`src/rtl/instr_fetch_unit.sv`:
```
`default_nettype none
// ============================================================================
// Module   : instr_fetch_unit
// Purpose  : MiniMIPS PC owner; fetches 16-bit instructions over req/ready
//            and holds each one until the datapath retires it.
// Revision : 1.0  initial release
// ============================================================================
module instr_fetch_unit #(
   parameter int              PC_W     = 32,
   parameter int              INSTR_W  = 16,
   parameter logic [PC_W-1:0] RESET_PC = '0,
   parameter int              CNT_W    = 16
) (
   input  logic                 clk,
   input  logic                 rst_n,
   output logic                 imem_req,
   output logic [PC_W-1:0]      imem_addr,
   input  logic                 imem_ready,
   input  logic [INSTR_W-1:0]   imem_rdata,
   output logic [INSTR_W-1:0]   instr,
   output logic [3:0]           opcode,
   output logic                 instr_valid,
   input  logic                 exec_done,
   input  logic                 branch,
   input  logic                 branchne,
   input  logic                 zero,
   output logic [PC_W-1:0]      pc,
   output logic [CNT_W-1:0]     retire_cnt
);

   localparam logic [1:0] c_IDLE  = 2'd0;
   localparam logic [1:0] c_FETCH = 2'd1;
   localparam logic [1:0] c_EXEC  = 2'd2;

   logic [1:0]          r_state;
   logic [1:0]          w_next_state;
   logic                r_req;
   logic [PC_W-1:0]     r_pc;
   logic [INSTR_W-1:0]  r_instr;
   logic                r_valid;
   logic [CNT_W-1:0]    r_cnt;

   logic                w_load;
   logic                w_retire;
   logic                w_req_nxt;
   logic                w_take;
   logic [PC_W-1:0]     w_offset;
   logic [PC_W-1:0]     w_pc_next;

   always_ff @(posedge clk or negedge rst_n) begin
      if (!rst_n) begin
         r_state <= c_IDLE;
      end else begin
         r_state <= w_next_state;
      end
   end

   always_comb begin
      w_next_state = r_state;
      case (r_state)
         c_IDLE:  w_next_state = c_FETCH;
         c_FETCH: if (imem_ready) w_next_state = c_EXEC;
         c_EXEC:  if (exec_done)  w_next_state = c_FETCH;
         default: w_next_state = c_IDLE;
      endcase
   end

   // Strobes are qualified by state so stray handshakes outside their phase do nothing.
   always_comb begin
      w_load    = (r_state == c_FETCH) && imem_ready;
      w_retire  = (r_state == c_EXEC) && exec_done;
      w_req_nxt = (w_next_state == c_FETCH);
   end

   assign w_take    = (branch & zero) | (branchne & ~zero);
   assign w_offset  = {{(PC_W-6){r_instr[5]}}, r_instr[5:0]};
   assign w_pc_next = r_pc + PC_W'(1) + (w_take ? w_offset : '0);

   always_ff @(posedge clk or negedge rst_n) begin
      if (!rst_n) begin
         r_req   <= 1'b0;
         r_pc    <= RESET_PC;
         r_instr <= '0;
         r_valid <= 1'b0;
         r_cnt   <= '0;
      end else begin
         r_req <= w_req_nxt;
         if (w_load) begin
            r_instr <= imem_rdata;
            r_valid <= 1'b1;
         end
         if (w_retire) begin
            r_pc    <= w_pc_next;
            r_cnt   <= r_cnt + CNT_W'(1);
            r_valid <= 1'b0;
         end
      end
   end

   assign imem_req    = r_req;
   assign imem_addr   = r_pc;
   assign pc          = r_pc;
   assign instr       = r_instr;
   assign opcode      = r_instr[INSTR_W-1 -: 4];
   assign instr_valid = r_valid;
   assign retire_cnt  = r_cnt;

endmodule
`default_nettype wire

```
`config.mk`:
```
export PLATFORM = sky130hd
export DESIGN_NAME = instr_fetch_unit
export DESIGN_NICKNAME = d
export VERILOG_FILES = /design/src/rtl/instr_fetch_unit.sv
export SDC_FILE = /design/constraint.sdc
export NUM_CORES = 1
export LEC_CHECK = 0
export CAP_MARGIN = 20
export CORE_MARGIN = 2
export CORE_UTILIZATION = 35
export DETAILED_ROUTE_END_ITERATION = 10
export PLACE_DENSITY_LB_ADDON = 0.1
export SLEW_MARGIN = 20
export SYNTH_ARGS = -nofsm -noshare
export SYNTH_HDL_FRONTEND = slang
export SYNTH_SLANG_ARGS = --single-unit
```
`constraint.sdc`:
```
create_clock -name clk -period 3.8 [get_ports clk]
set_input_delay 0.38 -clock clk [delete_from_list [all_inputs] [get_ports clk]]
set_output_delay 0.38 -clock clk [all_outputs]
set_load 0.01 [all_outputs]
```
## After elaboration in Yosys (flattened, before gate mapping)

Index checks and enable logic that the tools add are counted.

| word-level totals | value |
|---|---|
| register bits | 68 |
| latch bits | 0 |
| RAM bits | 0 |
| ROM bits | 0 |
| input bits | 23 |
| output and inout bits | 102 |
| memories kept | 0 |

| cells by class | value |
|---|---|
| add/subtract/negate cells | 3 |
| multiply operators | 0 |
| divide/modulo/power cells | 0 |
| magnitude comparators | 0 |
| eq/ne operators | 3 |
| shifts and indexed selects | 0 |
| multiplexer cells | 6 |
| bitwise gates (word level) | 4 |
| reductions and logical operators | 4 |

Operators by type and width:

| cell | count |
|---|---|
| $add 32x1->32 const B | 1 |
| $add 32x32->32 | 1 |
| $mux 32 | 1 |
| $add 16x1->16 const B | 1 |
| $pmux 2 s3 | 1 |
| $eq 2x1->1 const B | 2 |
| $mux 2 | 2 |
| $and 1x1->1 | 2 |
| $eq 2x2->1 const B | 1 |
| $logic_and 1x1->1 | 2 |
| $logic_not 2->1 | 1 |
| $mux 1 | 2 |
| $reduce_bool 2->1 | 1 |
| $not 1->1 | 1 |
| $or 1x1->1 | 1 |

## Logic depth before layout (Yosys ltp)

| depth | value |
|---|---|
| depth after elaboration | 5 |
| depth in mapped cells | 12 |
| depth with buffers taken out | 11 |

## Worst setup path after synthesis

Ideal clock, no wire load.

| path | value |
|---|---|
| kind | input to register |
| start point | input zero |
| end point | register r_pc[8], in the netlist imem_addr[8] |
| setup time | 129 ps |
| arrival | 2819 ps |
| data required time | 3671 ps |
| slack | 852 ps |
| cell stages on the path | 12 |
| path buffers | 1 |
| path through | mux2_4 buf_2 nand2_1 ha_1 inv_1 fa_1 a211oi_1 o21bai_1 or3_1 o31ai_1 nand2_1 xnor2_1 |

| on the way | value |
|---|---|
| cells in the longest elaborated chain, start to end | 5 |

Ends and longest elaborated chain:

| element | RTL line | text |
|---|---|---|
| from (decl) | 26 | `input logic zero,` |
| $not 1->1 | 75 | `assign w_take = (branch & zero) \| (branchne & ~zero);` |
| $and 1x1->1 | 75 |  |
| $or 1x1->1 * | 75 |  |
| $mux 32 * | 77 | `assign w_pc_next = r_pc + PC_W'(1) + (w_take ? w_offset : '0);` |
| $add 32x32->32 * | 77 |  |
| to (signal assigned) | 93 | `r_pc <= w_pc_next;` |
| to (decl) | 38 | `logic [PC_W-1:0] r_pc;` |

Mark *: on every way between the ends. The rest lies on a longest branch, timed or not.
A chain may end at the register's enable or synchronous reset.

## Worst setup path in the final report

| path | value |
|---|---|
| start point | input zero |
| end point | register r_pc[18], in the netlist imem_addr[18] |

The elaborated chain is that of the path after synthesis.

==> run_results.csv <==
group,metric,value,unit
run_status,status,"complete, no violations",
sta,tightest_slew,0.881,ns
final_layout,n_fill_cell,1180,
worst_setup_path,r2r_start,"imem_addr[0]",
clocking,cts_setup_buffers,0,
routing,drc_errors,0,
routing,routed_via_density,5.36,
worst_hold_path,hold_path_class,"in -> async",
die,initial_core_util,0.359,
power,leakagePower,2.21,nW
clocking,cts_buffers,9,
global_route,overflow,0,
die,io_pins,125,
global_route,grt_pass1_vias,3708,
die,die_x,115,microns
worst_setup_path,critPathArrivalTime,3.58,ns
clocking,clock-sinks,68,
worst_setup_path,path_cells,"clkdlybuf4s50_1 -> mux2_4 -> nand2_1 -> ha_1 -> inv_1 -> fa_1 -> a211oi_1 -> o21bai_1 -> a22oi_2 -> nor2_1 -> o31ai_1 -> xor2_1",
sta,min_period_over_period,0.873,
logic_synthesis,synth-async-reset-ratio,1.00,
die,core_area,0.0120,sq mm
logic_synthesis,syn-num-nets,488,
sta,setup_violations,0,
die,dieArea,0.0132,sq mm
sta,slew_viol_final,0,
worst_setup_path,crit_path_start,"zero",
logic_synthesis,ys_seq_area_frac,0.394,
global_route,antenna_found_initial,0,
final_layout,diodes,0,
worst_setup_path,r2r_cells,10,
final_layout,final_core_util,0.474,
routing,ant_nets,0,
worst_setup_path,worstPathMaxFanout,7,
worst_setup_path,slowest_stage,"clkdlybuf4s50_1",
logic_synthesis,synth-edff-count,0,
routing,vias,3695,
sta,worst_slack,0.482,ns
worst_setup_path,r2r_slack,0.92,ns
final_layout,nets,567,
flow_run,max_cap_viol_count,0,
final_layout,instances_no_fill,689,
clocking,clk_pin_slew,0.06,ns
clocking,cts_tree,"yes",
final_layout,final_layout_size_suffix_gt1_frac,0.0941,
sta,grt_setup_unrepaired,"false",
sta,setup_tns,0,ns
worst_setup_path,reg2reg_to,"imem_addr[18]",
worst_setup_path,cpPeakStageDelay,0.48,ns
place,place_congestion,0.869,
sta,clock.fmax,0.301,GHz
routing,drt-total-wl,11700,microns
clocking,clk_latency,0.34,ns
logic_synthesis,synth_cell_types,58,
logic_synthesis,synth_flop_cell,"dfrtp_1",
logic_synthesis,ys_ff_latch,68,
sta,hold_viol_final,0,
worst_setup_path,crit_buf_inv,2,
global_route,grtUsageTotal,0.184,
logic_synthesis,syn_inst,458,
place,io_buffers,124,
global_route,grt_max_degree,39,
power,cellPowerDensity,779,mW/mm^2
clocking,ctsResizeCount,0,
power,vdd_drop_max,0.424,mV
die,rows,40,
final_layout,syn2layout_area_growth,32.1,%
worst_setup_path,crit_family,"compound AO/OA/AOI/OAI gates",
routing,dr.pass1.iters,4,
die,die_h,115,microns
worst_setup_path,required,4.07,ns
logic_synthesis,syn_avg_cell_area,9.42,sq um
place,place_ws,0.140,ns
clocking,clock_path_buffers,2,
worst_setup_path,critPathLaunchType,"input port",
worst_setup_path,end_kind,"flip-flop",
sta,skew,0.00557,ns
logic_synthesis,synthesis.area,0.00431,sq mm
place,numPlacedInstances,673,
logic_synthesis,yosys_warnings,0,
place,place_hpwl,8360,microns
clocking,cts.root.buffer_cell,"clkbuf_16",
clocking,cts-hold-fix-buffers,0,
global_route,grt_pass1_wl,19000,microns
sta,final.min_clock_period,3.32,ns
routing,wl_per_cell,17.0,microns
clocking,cts_max_level,3,
routing,drtIter0Drc,275,
sta,relSlewSlack,0.411,
worst_setup_path,path_class,"in -> reg",
-- layout make-up --
type | count | area [sq um] | share of cell area
Clock buffer | 10 | 229 | 0.0402
Timing Repair Buffer | 132 | 1300 | 0.227
Multi-Input combinational cell | 323 | 2210 | 0.388
Tap cell | 147 | 184 | 0.0323
Inverter | 3 | 11.3 | 0.00198
Clock inverter | 6 | 65.1 | 0.0114
Sequential cell | 68 | 1700 | 0.299
-- per-stage QoR --
stage	cell area, sq um	hold WS [ns]	total power, mW
floorplan	4310	0.0844	2.69
global placement	5400	0.463	3.61
detailed placement	5400	0.467	3.62
CTS	5700	0.127	4.48
global route	5700	0.163	4.74
finish	5700	0.101	4.44
-- Yosys cell counts (13+ instances only) --
| library cell | count | share of area |
|---|---|---|
| buf_4 | 36 | 0.063 |
| clkbuf_1 | 20 | 0.017 |
| dfrtp_1 | 68 | 0.39 |
| mux2_2 | 16 | 0.042 |
| nand2_1 | 51 | 0.044 |
| nand3_1 | 20 | 0.023 |
| nand4_1 | 14 | 0.020 |
| nor2_1 | 20 | 0.017 |
| nor3_1 | 18 | 0.021 |
| o21ai_0 | 13 | 0.015 |
| xnor2_1 | 31 | 0.063 |
| xor2_1 | 13 | 0.026 |
-- routing by layer --
layer,wire (microns),global-route usage
met3,846,0.0543
met5,0,0
met1,5210,0.246
met2,5490,0.287
met4,182,0.0586
-- worst max path at each step --
stage | cells past startpoint | end
CTS | 12 | imem_addr[18]
detailed placement | 12 | imem_addr[18]
floorplan | 12 | imem_addr[8]
finish | 12 | imem_addr[18]
global placement | 12 | imem_addr[18]
global route | 12 | imem_addr[18]
-- placed cells by master, fill, tap and decap left out, types with 8 or more instances in the layout --
master,count
nor3_1,18
o21ai_0,13
a21oi_1,10
buf_4,8
or3_1,8
xnor2_1,31
nor2_1,20
and3_1,10
and2_1,8
nand4_1,14
clkbuf_16,9
mux2_2,16
xor2_1,13
clkdlybuf4s50_1,123
nand3_1,20
nand2_1,51
mux2i_1,12
dfrtp_1,68
nor4_1,12
-- registers in the layout (all words and copies together) (netlist names) --
name	flops
instr_valid	1
r_state	2
imem_req	1
imem_addr	32
instr	16
retire_cnt	16
-- kinds of logic after synthesis --
family / count (synthesis) / synth area share
buf+inv: 67 / 0.0931
xor+xnor: 44 / 0.0893
compound gates: 56 / 0.0966
fa+ha+maj: 7 / 0.0220
flops: 68 / 0.394
simple gates: 187 / 0.231
mux: 29 / 0.0731
-- power breakdown --
part	internal, mW	switching (mW)
Clock	0.506	0.327
Combinational	1.17	0.954
Sequential	0.983	0.500
Power figures use the tool's default switching activity.
